**src/rtl/freq_meter.sv**
```systemverilog
// freq_meter: measures the period of a slow square wave in clk_en samples.
// Ports: clk, rst (async, active-high), clk_en (sample strobe), sig_in
//   (async square wave) -> period (averaged result), valid (one-clk
//   pulse per result), locked (results are flowing), timeout (sticky).
module freq_meter #(
  parameter int W    = 16,
  parameter int AVG  = 2,
  parameter int FILT = 2
) (
  input  logic         clk,
  input  logic         rst,
  input  logic         clk_en,
  input  logic         sig_in,
  output logic [W-1:0] period,
  output logic         valid,
  output logic         locked,
  output logic         timeout
);

  localparam int AW = W + AVG;
  localparam int NW = AVG + 1;
  localparam int RW = $clog2(FILT + 1);

  localparam logic [W-1:0]  CMAX  = {{(W-1){1'b1}}, 1'b0};
  localparam logic [NW-1:0] NLAST = NW'((1 << AVG) - 1);
  localparam logic [RW-1:0] RLAST = RW'(FILT - 1);

  typedef enum logic {
    IDLE,
    MEASURE
  } state_e;

  logic [1:0]    sync_q, sync_d;
  logic          lvl_q, lvl_d;
  logic [RW-1:0] run_q, run_d;
  state_e        state_q, state_d;
  logic [W-1:0]  cnt_q, cnt_d;
  logic [AW-1:0] acc_q, acc_d;
  logic [NW-1:0] nper_q, nper_d;
  logic [W-1:0]  period_q, period_d;
  logic          valid_q, valid_d;
  logic          locked_q, locked_d;
  logic          timeout_q, timeout_d;

  logic          smp;
  logic          edge_w;
  logic [W-1:0]  m;
  logic [AW-1:0] sum;

  // sync_q[0] is the first flop; sync_q[1] feeds the filter
  assign smp = sync_q[1];
  assign m   = cnt_q + W'(1);
  assign sum = acc_q + AW'(m);

  always_comb begin
    sync_d    = {sync_q[0], sig_in};
    lvl_d     = lvl_q;
    run_d     = run_q;
    state_d   = state_q;
    cnt_d     = cnt_q;
    acc_d     = acc_q;
    nper_d    = nper_q;
    period_d  = period_q;
    valid_d   = 1'b0;
    locked_d  = locked_q;
    timeout_d = timeout_q;
    edge_w    = 1'b0;

    if (clk_en) begin
      // run_q counts samples seen at the new level so far
      if (smp == lvl_q) begin
        run_d = '0;
      end else if (run_q == RLAST) begin
        lvl_d  = smp;
        run_d  = '0;
        edge_w = smp;
      end else begin
        run_d = run_q + RW'(1);
      end

      unique case (state_q)
        IDLE: begin
          if (edge_w) begin
            state_d = MEASURE;
            cnt_d   = '0;
            acc_d   = '0;
            nper_d  = '0;
          end
        end
        MEASURE: begin
          if (edge_w) begin
            cnt_d = '0;
            if (nper_q == NLAST) begin
              period_d  = sum[AW-1:AVG];
              valid_d   = 1'b1;
              locked_d  = 1'b1;
              timeout_d = 1'b0;
              acc_d     = '0;
              nper_d    = '0;
            end else begin
              acc_d  = sum;
              nper_d = nper_q + NW'(1);
            end
          end else if (cnt_q == CMAX) begin
            // next sample would make m = 2^W, unrepresentable
            state_d   = IDLE;
            timeout_d = 1'b1;
            locked_d  = 1'b0;
            cnt_d     = '0;
            acc_d     = '0;
            nper_d    = '0;
          end else begin
            cnt_d = cnt_q + W'(1);
          end
        end
      endcase
    end
  end

  always_ff @(posedge clk or posedge rst) begin
    if (rst) begin
      sync_q    <= '0;
      lvl_q     <= 1'b0;
      run_q     <= '0;
      state_q   <= IDLE;
      cnt_q     <= '0;
      acc_q     <= '0;
      nper_q    <= '0;
      period_q  <= '0;
      valid_q   <= 1'b0;
      locked_q  <= 1'b0;
      timeout_q <= 1'b0;
    end else begin
      sync_q    <= sync_d;
      lvl_q     <= lvl_d;
      run_q     <= run_d;
      state_q   <= state_d;
      cnt_q     <= cnt_d;
      acc_q     <= acc_d;
      nper_q    <= nper_d;
      period_q  <= period_d;
      valid_q   <= valid_d;
      locked_q  <= locked_d;
      timeout_q <= timeout_d;
    end
  end

  assign period  = period_q;
  assign valid   = valid_q;
  assign locked  = locked_q;
  assign timeout = timeout_q;

endmodule

```
**config.mk**
```make
export PLATFORM = sky130hd
export DESIGN_NAME = freq_meter
export DESIGN_NICKNAME = d
export VERILOG_FILES = /design/src/rtl/freq_meter.sv
export SDC_FILE = /design/constraint.sdc
export NUM_CORES = 1
export LEC_CHECK = 0
export ABC_AREA = 1
export CORE_UTILIZATION = 31
export CTS_CLUSTER_DIAMETER = 60
export DETAILED_ROUTE_END_ITERATION = 6
export GPL_ROUTABILITY_DRIVEN = 0
export PLACE_DENSITY = 0.6
export SYNTH_ARGS = -nofsm -noshare
export SYNTH_HDL_FRONTEND = slang
export SYNTH_SLANG_ARGS = --single-unit
```
**constraint.sdc**
```tcl
create_clock -name clk -period 2.7 [get_ports clk]
set_clock_uncertainty 0.15 [all_clocks]
set_input_delay 0.54 -clock clk [delete_from_list [all_inputs] [get_ports clk]]
set_output_delay 0.54 -clock clk [all_outputs]
set_load 0.01 [all_outputs]
```
== Word level (Yosys, flattened, before mapping) ==
Index checks and enable logic that the tools add are counted.

* Output and inout bits: 19
* Input port bits: 4
* Word-level logic and storage cells: 63
* Register bits: 62

* Eq/ne operators: 7
* Reductions and logical operators: 6
* Mux-type cells: 33
* Bitwise operators: 2
* Add/sub/neg operators: 4

{| class="wikitable"
|+ Operators with widths
! kind !! count
|-
| 18-bit two-way mux || 4
|-
| 16-bit two-way mux || 3
|-
| 18-bit case mux with 2 select lines || 1
|-
| 16-bit case mux with 2 select lines || 1
|-
| 18-bit by 16-bit adder with 18-bit output || 1
|-
| 16-bit by 1-bit adder with 16-bit output, second input constant || 1
|-
| 16-bit equality test, second input constant || 1
|-
| 1-bit two-way mux || 16
|-
| 3-bit two-way mux || 4
|-
| 4-bit AND reduction || 2
|-
| 3-bit case mux with 2 select lines || 1
|-
| 3-bit AND reduction || 2
|-
| 2-bit two-way mux || 2
|-
| 3-bit by 1-bit adder with 3-bit output, second input constant || 1
|-
| 3-bit by 2-bit equality test with 1-bit output, second input constant || 1
|-
| 3-bit by 1-bit inequality test with 1-bit output, second input constant || 1
|-
| 2-bit by 1-bit adder with 2-bit output, second input constant || 1
|-
| 2-bit by 1-bit equality test with 1-bit output, second input constant || 1
|-
| 2-bit by 1-bit inequality test with 1-bit output, second input constant || 1
|-
| 2-bit inequality test, second input constant || 1
|-
| 1-bit NOT || 2
|-
| 1-bit case mux with 2 select lines || 1
|-
| 2-bit AND reduction || 1
|-
| 2-bit nonzero test || 1
|-
| 1-bit equality test || 1
|}

== Logic depth before layout (Yosys ltp) ==
Gate-level depths: netlist (run 1).

* Depth in word-level cells: 7
* Mapped depth: 18

== Worst setup path before layout (run 1) ==
Ideal clock, no wire load.

* Kind: reg-to-reg
* Start point: register cnt_q[0]
* End point: register acc_q[15]
* Stages on the path, launching flop included: 17
* Library setup time: 0.117 ns
* Path slack: 0.164 ns
* Period minus slack after synthesis: 2.536 ns
* Arrival time: 2.269 ns
* Cells stage by stage: dfrtp_1 -> ha_1 -> inv_1 -> nor2_1 -> nand2_1 -> nor2_1 -> xor2_1 -> inv_1 -> ha_1 -> nand2_1 -> inv_1 -> nand2_1 -> nand3_1 -> a21oi_1 -> nand3b_1 -> nand3_1 -> nand2_1

* Longest elaborated chain between the ends: 5
* Elaborated cells on any way between the ends: 8
* Those cells by class: add/sub: 2; eq/ne: 2; mux: 3; reduce/logical: 1

{| class="wikitable"
|+ RTL lines
! element !! line !! RTL
|-
| start, declared || 37 || <nowiki>logic [W-1:0] cnt_q, cnt_d;</nowiki>
|-
| start signal, assigned || 138 || <nowiki>cnt_q <= cnt_d;</nowiki>
|-
| 16-bit by 1-bit adder with 16-bit output || 52 || <nowiki>assign m = cnt_q + W'(1);</nowiki>
|-
| 18-bit by 16-bit adder with 18-bit output || 53 || <nowiki>assign sum = acc_q + AW'(m);</nowiki>
|-
| 18-bit two-way mux || 93 || <nowiki>if (nper_q == NLAST) begin</nowiki>
|-
| 18-bit two-way mux || 91 || <nowiki>if (edge_w) begin</nowiki>
|-
| 18-bit case mux with 2 select lines || 81 || <nowiki>unique case (state_q)</nowiki>
|-
| end signal, assigned || 127 || <nowiki>acc_q <= '0;</nowiki>
|-
| end signal, assigned || 139 || <nowiki>acc_q <= acc_d;</nowiki>
|-
| end, declared || 38 || <nowiki>logic [AW-1:0] acc_q, acc_d;</nowiki>
|}

Parallel ways exist; a longest one is shown, timed or not.
A chain may end at the register's enable or synchronous reset.

== Worst setup path in the final report (run 1) ==
* Start point: register cnt_q[1]
* End point: register acc_q[14]

The elaborated chain is that of the path after synthesis.

==> results of run 1 <==
## state kept, by name, indices dropped and copies added (netlist names)
register / flops
acc_q: 18
cnt_q: 16
locked: 1
lvl_q: 1
nper_q: 3
period: 16
run_q: 2
state_q: 1
sync_q: 2
timeout: 1
valid: 1
## worst max-delay path by stage
stage                   from   endpoint  slack [ps]  cells past startpoint
floorplan           cnt_q[0]  acc_q[15]         160                     16
global placement    cnt_q[0]  period[9]         -10                     15
detailed placement  cnt_q[1]  period[9]        -110                     16
CTS                 cnt_q[1]  period[7]           8                     14
global route        cnt_q[1]  acc_q[17]         -50                     16
finish              cnt_q[1]  acc_q[14]         110                     15
## repair_timing
| item | in CTS | in global routing |
|---|---|---|
| gates resized for setup | 6 | 75 |
| gates cloned | 0 | 0 |
| setup endpoints to repair | 21 | 25 |
| pin swaps | 3 | 16 |
| setup buffers | 1 | 4 |
## area by class of cell
type                    instances  area share (%)
multi-input cells             355            45.2
flip-flops and latches         62            31.5
repair buffers                 49            8.84
clock buffers                  12            5.21
inverters                      62            4.73
well taps                     143            3.63
clock inverters                 4           0.915
## kinds of logic after synthesis
| family | after synthesis |
|---|---|
| simple gates | 269 |
| buf+inv | 71 |
| flops | 62 |
| compound gates | 49 |
| fa+ha+maj | 20 |
| xor+xnor | 17 |
## where the power goes
group | internal, mW | switching [mW] | total, mW
logic | 0.669 | 0.909 | 1.58
registers | 1.11 | 0.166 | 1.28
clock network | 0.760 | 0.415 | 1.17
total | 2.54 | 1.49 | 4.03
## routing by layer
metal  vias to the layer above  GRT usage (%)  wire length (um)
li1                       1668              -                 -
met5                         -              0                 0
met4                         0           6.76               193
met1                      1593           21.0              4350
met2                        65           25.5              4490
met3                        17           3.44               375
## cells in the final DEF, fill, tap and decap left out, types with 4 or more instances in the layout
| cell | instances |
|---|---|
| ha_1 | 6 |
| clkbuf_16 | 9 |
| nand2_2 | 15 |
| nand4_1 | 4 |
| nand2_1 | 160 |
| nor2_1 | 12 |
| inv_2 | 10 |
| o22ai_1 | 11 |
| xor2_1 | 6 |
| nor3_1 | 6 |
| a21oi_1 | 9 |
| o21ai_1 | 4 |
| nand3_1 | 38 |
| xor2_2 | 7 |
| a21oi_2 | 9 |
| nand3_2 | 4 |
| dfrtp_1 | 62 |
| buf_4 | 26 |
| ha_4 | 11 |
| inv_1 | 52 |
| nor2_2 | 8 |
| o21ai_0 | 11 |
| clkdlybuf4s50_1 | 22 |
| nor2_4 | 5 |
## stage by stage
| stage | total power, mW | setup slack, ps |
|---|---|---|
| final | 4.03 | 109 |
| after global routing | 4.31 | -48.0 |
| after CTS | 3.78 | 7.72 |
| after detailed placement | 2.56 | -109 |
| after global placement | 2.53 | -10.6 |
| after floorplan | 2.17 | 164 |
## worst register-to-register path, cell delays in order, from the launching register on
cell and delay [ps]:
dfrtp_1 390, ha_2 200, inv_1 70, nor2_4 150, nand2_4 90, nor2_4 120
xor2_2 180, inv_1 90, ha_4 310, nand2_1 110, nor2_1 200, nand3_1 150
nand2_1 90, nand2_1 60, nand3_1 70, nand2_1 50
==> run metrics, run 1 <==
io pins=23; Adder-Cell Fraction of Synth Area=6.99%; clk_lat worst skew=330 ps; Core Area=11500 um2; post-synth top area cell=dfrtp_1; Fin. Hold Viols=0; CTS Buffer Depth=2; routed wire length=9.40 mm; die area=12300 um2; CP startpoint kind=flop; Synth Area in XOR/XNOR=4.04%; ys flop type=dfrtp_1; Fillers=1119; unrepaired setup endpoints after global routing=true; Post-Synth Simple-Gate Area=31.8%; clock buffer count from CTS=9; first-pass GRT wire length=15.7 mm; antenna violations before repair=0; # port buffers=22; ys async rst share=100%; most frequent CP cell=nand2_1; final non-filler cell area=4920 um2; CTS Hold Buffers Added=0; flop-to-flop setup slack=110 ps; P per Cell Area=818 nW/um2; via/cell ratio=4.87; Cell Chain, Critical Path=ha_2 > inv_1 > nor2_4 > nand2_4 > nor2_4 > xor2_2 > inv_1 > ha_4 > nand2_1 > nor2_1 > nand3_1 > nand2_1 > nand2_1 > nand3_1 > nand2_1; flops & latches, synth=62; Critical-path top delay cell=dfrtp_1; count leader, synth=nand2_1; Tcrit/Tclk final=96.0%; Critical R2R Capture=acc_q[14]; status=complete, no violations; vias=3343; R2R depth=15; Seq/Total Area, Yosys=42.1%; Seq. cell area=1550 um2; CP required=2770 ps; Leak=2.51 nW; kind of critical path=reg -> reg; Slew Limit Fails=0; Die X=111 um; largest cells by area after synthesis=dfrtp_1, nand2_1, ha_1; Reg2Reg Launch Point=cnt_q[1]; Multi-input gate area=2220 um2; Yosys Warn Count=0; Compound-Gate Fraction of Synth Area=7.23%; Max Fclk=386 MHz; Clock Sinks=62; average size of a mapped cell=7.55 um2; mapped cell area=3690 um2; critical path arrival=2660 ps; DR iter-0 viols=134; Critical Path End Type=flop; drt wl/cell=13.7 um; Rel. slew slack=68.2%; Worst Min Path Start=sync_q[0]; P&R area growth vs syn=33.6%; CP max FO=4; setup_tns=0 ps; First-pass DRT Iterations=5; Post-Syn Instances=488; Setup-failing EPs final=0; CTS tree=built; clock transition at the registers of the reported paths=50 ps; Commonest cells post-synth=nand2_1, dfrtp_1, inv_1; # diodes=0; Post-route DRC=0; vias in the first global route=3302; crit-path max cell delay=390 ps; share of post-route cells with drive strength above 1=23.3%; Least-Margin Pin Slew=476 ps; hpwl dp=6.46 mm; mux cell area share after synthesis=0%; Worst Hold Path Cells=0; number of H-tree levels=3; clock root cell=clkbuf_16; largest net degree at the start of global routing=58; Netlist cell types=33; combinational family with the most area after synthesis=simple AND/OR/NAND/NOR gates; max_cap viols=0; delay-heaviest family, CP=simple AND/OR/NAND/NOR gates; grt total ovfl=0; Tightest Hold Check Type=reg -> reg; Non-Filler Instances=687; Final nets=563; GRT Overall Usage=16.0%; DRT antenna net count=0; Final Util=42.8%; Crit path buffers/inverters=2; final hold slack=197 ps; # rows=39; hold endpoint=sync_q[1]; Starting Density=32.0%; die span in y=111 um; fin crit period=2590 ps; Post-synth EDFFs=0; top cell type's share of synthesized area=42.1%; Cell Area, Placed=4210 um2; Syn Nets=512; worst vdd ir=0.393 mV; Post-Place Cells=666
Power figures use the tool's default switching activity.
==> run 2, diff against run 1 <==
--- a/config.mk
+++ b/config.mk
@@ -6,11 +6,11 @@
 export NUM_CORES = 1
 export LEC_CHECK = 0
 export ABC_AREA = 1
-export CORE_UTILIZATION = 31
+export CORE_UTILIZATION = 54
 export CTS_CLUSTER_DIAMETER = 60
 export DETAILED_ROUTE_END_ITERATION = 6
 export GPL_ROUTABILITY_DRIVEN = 0
-export PLACE_DENSITY = 0.6
+export PLACE_DENSITY = 0.88
 export SYNTH_ARGS = -nofsm -noshare
 export SYNTH_HDL_FRONTEND = slang
 export SYNTH_SLANG_ARGS = --single-unit
==> run 2 against run 1 <==
Hold slack improved by 7.0 ps; sequential power about the same; utilization increased by 31 points; maximum frequency decreased by 12%; sequential share of layout area increased by 1.0 points; largest cell class unchanged; flip-flop and latch count unchanged; the run now ends with DRC, setup timing left; largest power group unchanged; routed wire length increased by 27%; combinational power increased by 9%; cell count decreased by 9.8%; clock-buffer cell count decreased by 2; via count increased by 16%; global-route usage increased by 12 points.
==> run metrics, run 2 (synthesis gave the netlist of run 1 again) <==
status=complete, but fails checks; failing checks=DRC, setup timing; CTS tree=built; Rel. slew slack=62.7%; Fin. Hold Viols=0; die span in y=84.6 um; Worst Min Path Start=sync_q[0]; fin crit period=2940 ps; number of H-tree levels=3; largest net degree at the start of global routing=38; share of post-route cells with drive strength above 1=24.5%; first-pass GRT wire length=15.6 mm; max_cap viols=0; worst slack at placement=-135 ps; Largest register FFs=18; # port buffers=22; First-pass DRT Iterations=7; setup_tns=-3250 ps; GRT Overall Usage=27.7%; Clock Sinks=62; Starting Density=57.1%; hpwl dp=6.40 mm; die area=7160 um2; Post-route DRC=8; kind of critical path=reg -> reg; io pins=23; Reg2Reg Launch Point=cnt_q[1]; vias in the first global route=3449; drt wl/cell=19.3 um; CP max FO=4; clock buffer count from CTS=9; unrepaired setup endpoints after global routing=true; Multi-input gate area=2240 um2; Setup-failing EPs final=19; Max Fclk=340 MHz; commonest non-fill, non-tap cell in the layout=nand2_1; commonest non-fill, non-tap cells in the layout=nand2_1, dfrtp_1, inv_1; DRT antenna net count=0; Seq. cell area=1550 um2; # rows=29; Core Area=6460 um2; vias=3889; Die X=84.6 um; DR iter-0 viols=536; worst vdd ir=0.514 mV; CTS Hold Buffers Added=0; P&R area growth vs syn=29.5%; via/cell ratio=6.27; P per Cell Area=835 nW/um2; antenna violations before repair=0; # diodes=0; hold endpoint=sync_q[1]; crit-path max cell delay=430 ps; largest register by flop count=acc_q; Critical Path End Type=flop; routed wire length=12.0 mm; Slew Limit Fails=0; clock transition at the registers of the reported paths=80 ps; worst setup path start=cnt_q[1]; Fillers=387; CP startpoint kind=flop; Critical R2R Capture=period[12]; Critical-path top delay cell=dfrtp_1; Cell Chain, Critical Path=ha_2 > inv_1 > nor2_4 > nand2_4 > xor2_2 > inv_1 > ha_1 > buf_4 > nand3_1 > nand2_1 > a21oi_1 > nand3b_1 > nand3_1 > nand2_1; Final nets=562; Tightest Hold Check Type=reg -> reg; Least-Margin Pin Slew=559 ps; R2R depth=14; clk_lat worst skew=360 ps; grt total ovfl=0; CP required=2800 ps; clock root cell=clkbuf_8; CTS Buffer Depth=2; fin worst setup slack=-243 ps; Leak=2.46 nW; Worst Hold Path Cells=0; critical path arrival=3040 ps; Tcrit/Tclk final=109%; flop-to-flop setup slack=-240 ps
run 2: cell types whose count changed in the layout (fill, tap and decap cells not counted), moves of 2 or more:
cell | previous run | this run
clkbuf_16 | 9 | 0
clkbuf_8 | 2 | 10
a21oi_1 | 9 | 5
a21oi_2 | 9 | 12
inv_1 | 52 | 49
inv_2 | 10 | 13
nor2_1 | 12 | 15
nor2_2 | 8 | 5
clkinvlp_4 | 0 | 2
ha_2 | 2 | 4
nand2_2 | 15 | 17
xor2_2 | 7 | 5
run 2: layer usage:
layer  vias to the layer above  GRT usage [%]  wire (um)
met5                         -              0          0
met4                         0           16.6        775
met3                        93           4.42       1180
met2                       316           44.9       5670
met1                      1819           35.0       4330
li1                       1661              -          -
run 2: metrics by stage:
| step | power, mW | utilization [%] | hold WS (ps) | area [um2] | std cells |
|---|---|---|---|---|---|
| 2_1_floorplan | 2.17 | - | 181 | 3690 | 488 |
| 3_3_place_gp | 2.45 | 62.7 | 185 | 4050 | 590 |
| 3_5_place_dp | 2.51 | 62.7 | 203 | 4050 | 590 |
| 4_1_cts | 3.49 | 66.9 | 209 | 4320 | 607 |
| 5_1_grt | 4.14 | 73.9 | 224 | 4770 | 620 |
| 6_report | 3.99 | 73.9 | 204 | 4770 | 620 |
run 2: timing repair:
action	CTS	global route
buffers inserted	1	13
pin swaps	1	25
resized for setup	11	76
hold endpoints to repair	0	0
endpoints found under the setup margin	17	25
run 2: area by class of cell:
cell class                 count  share of cell area (%)
clock buffer                  10                    2.88
clock inverter                 6                    1.78
inverter                      62                    4.88
multi-input combinational    355                    47.0
sequential                    62                    32.5
tap                           77                    2.02
timing repair buffer          48                    8.96
run 2: how the worst max path moves through the flow:
stage	cells past startpoint	slack, ps	to
after floorplan	16	160	acc_q[15]
after global placement	14	-40	acc_q[15]
after detailed placement	14	-130	period[15]
after CTS	16	-10	period[13]
after global routing	13	-360	acc_q[15]
final	14	-240	period[12]
run 2: worst max-delay path: cells and delay by family (launching register included):
family	cells	cell delay [ps]
xor gates and xnor gates	1	270
DFF	1	430
buffers and inverters	3	380
AOI/OAI and AO/OA	1	200
and+or+nand+nor	7	850
adders and majority gates	2	560
run 2: power by group:
part           internal [mW]  switching [mW]
logic                  0.675            1.05
clock network          0.541           0.409
registers               1.11           0.197
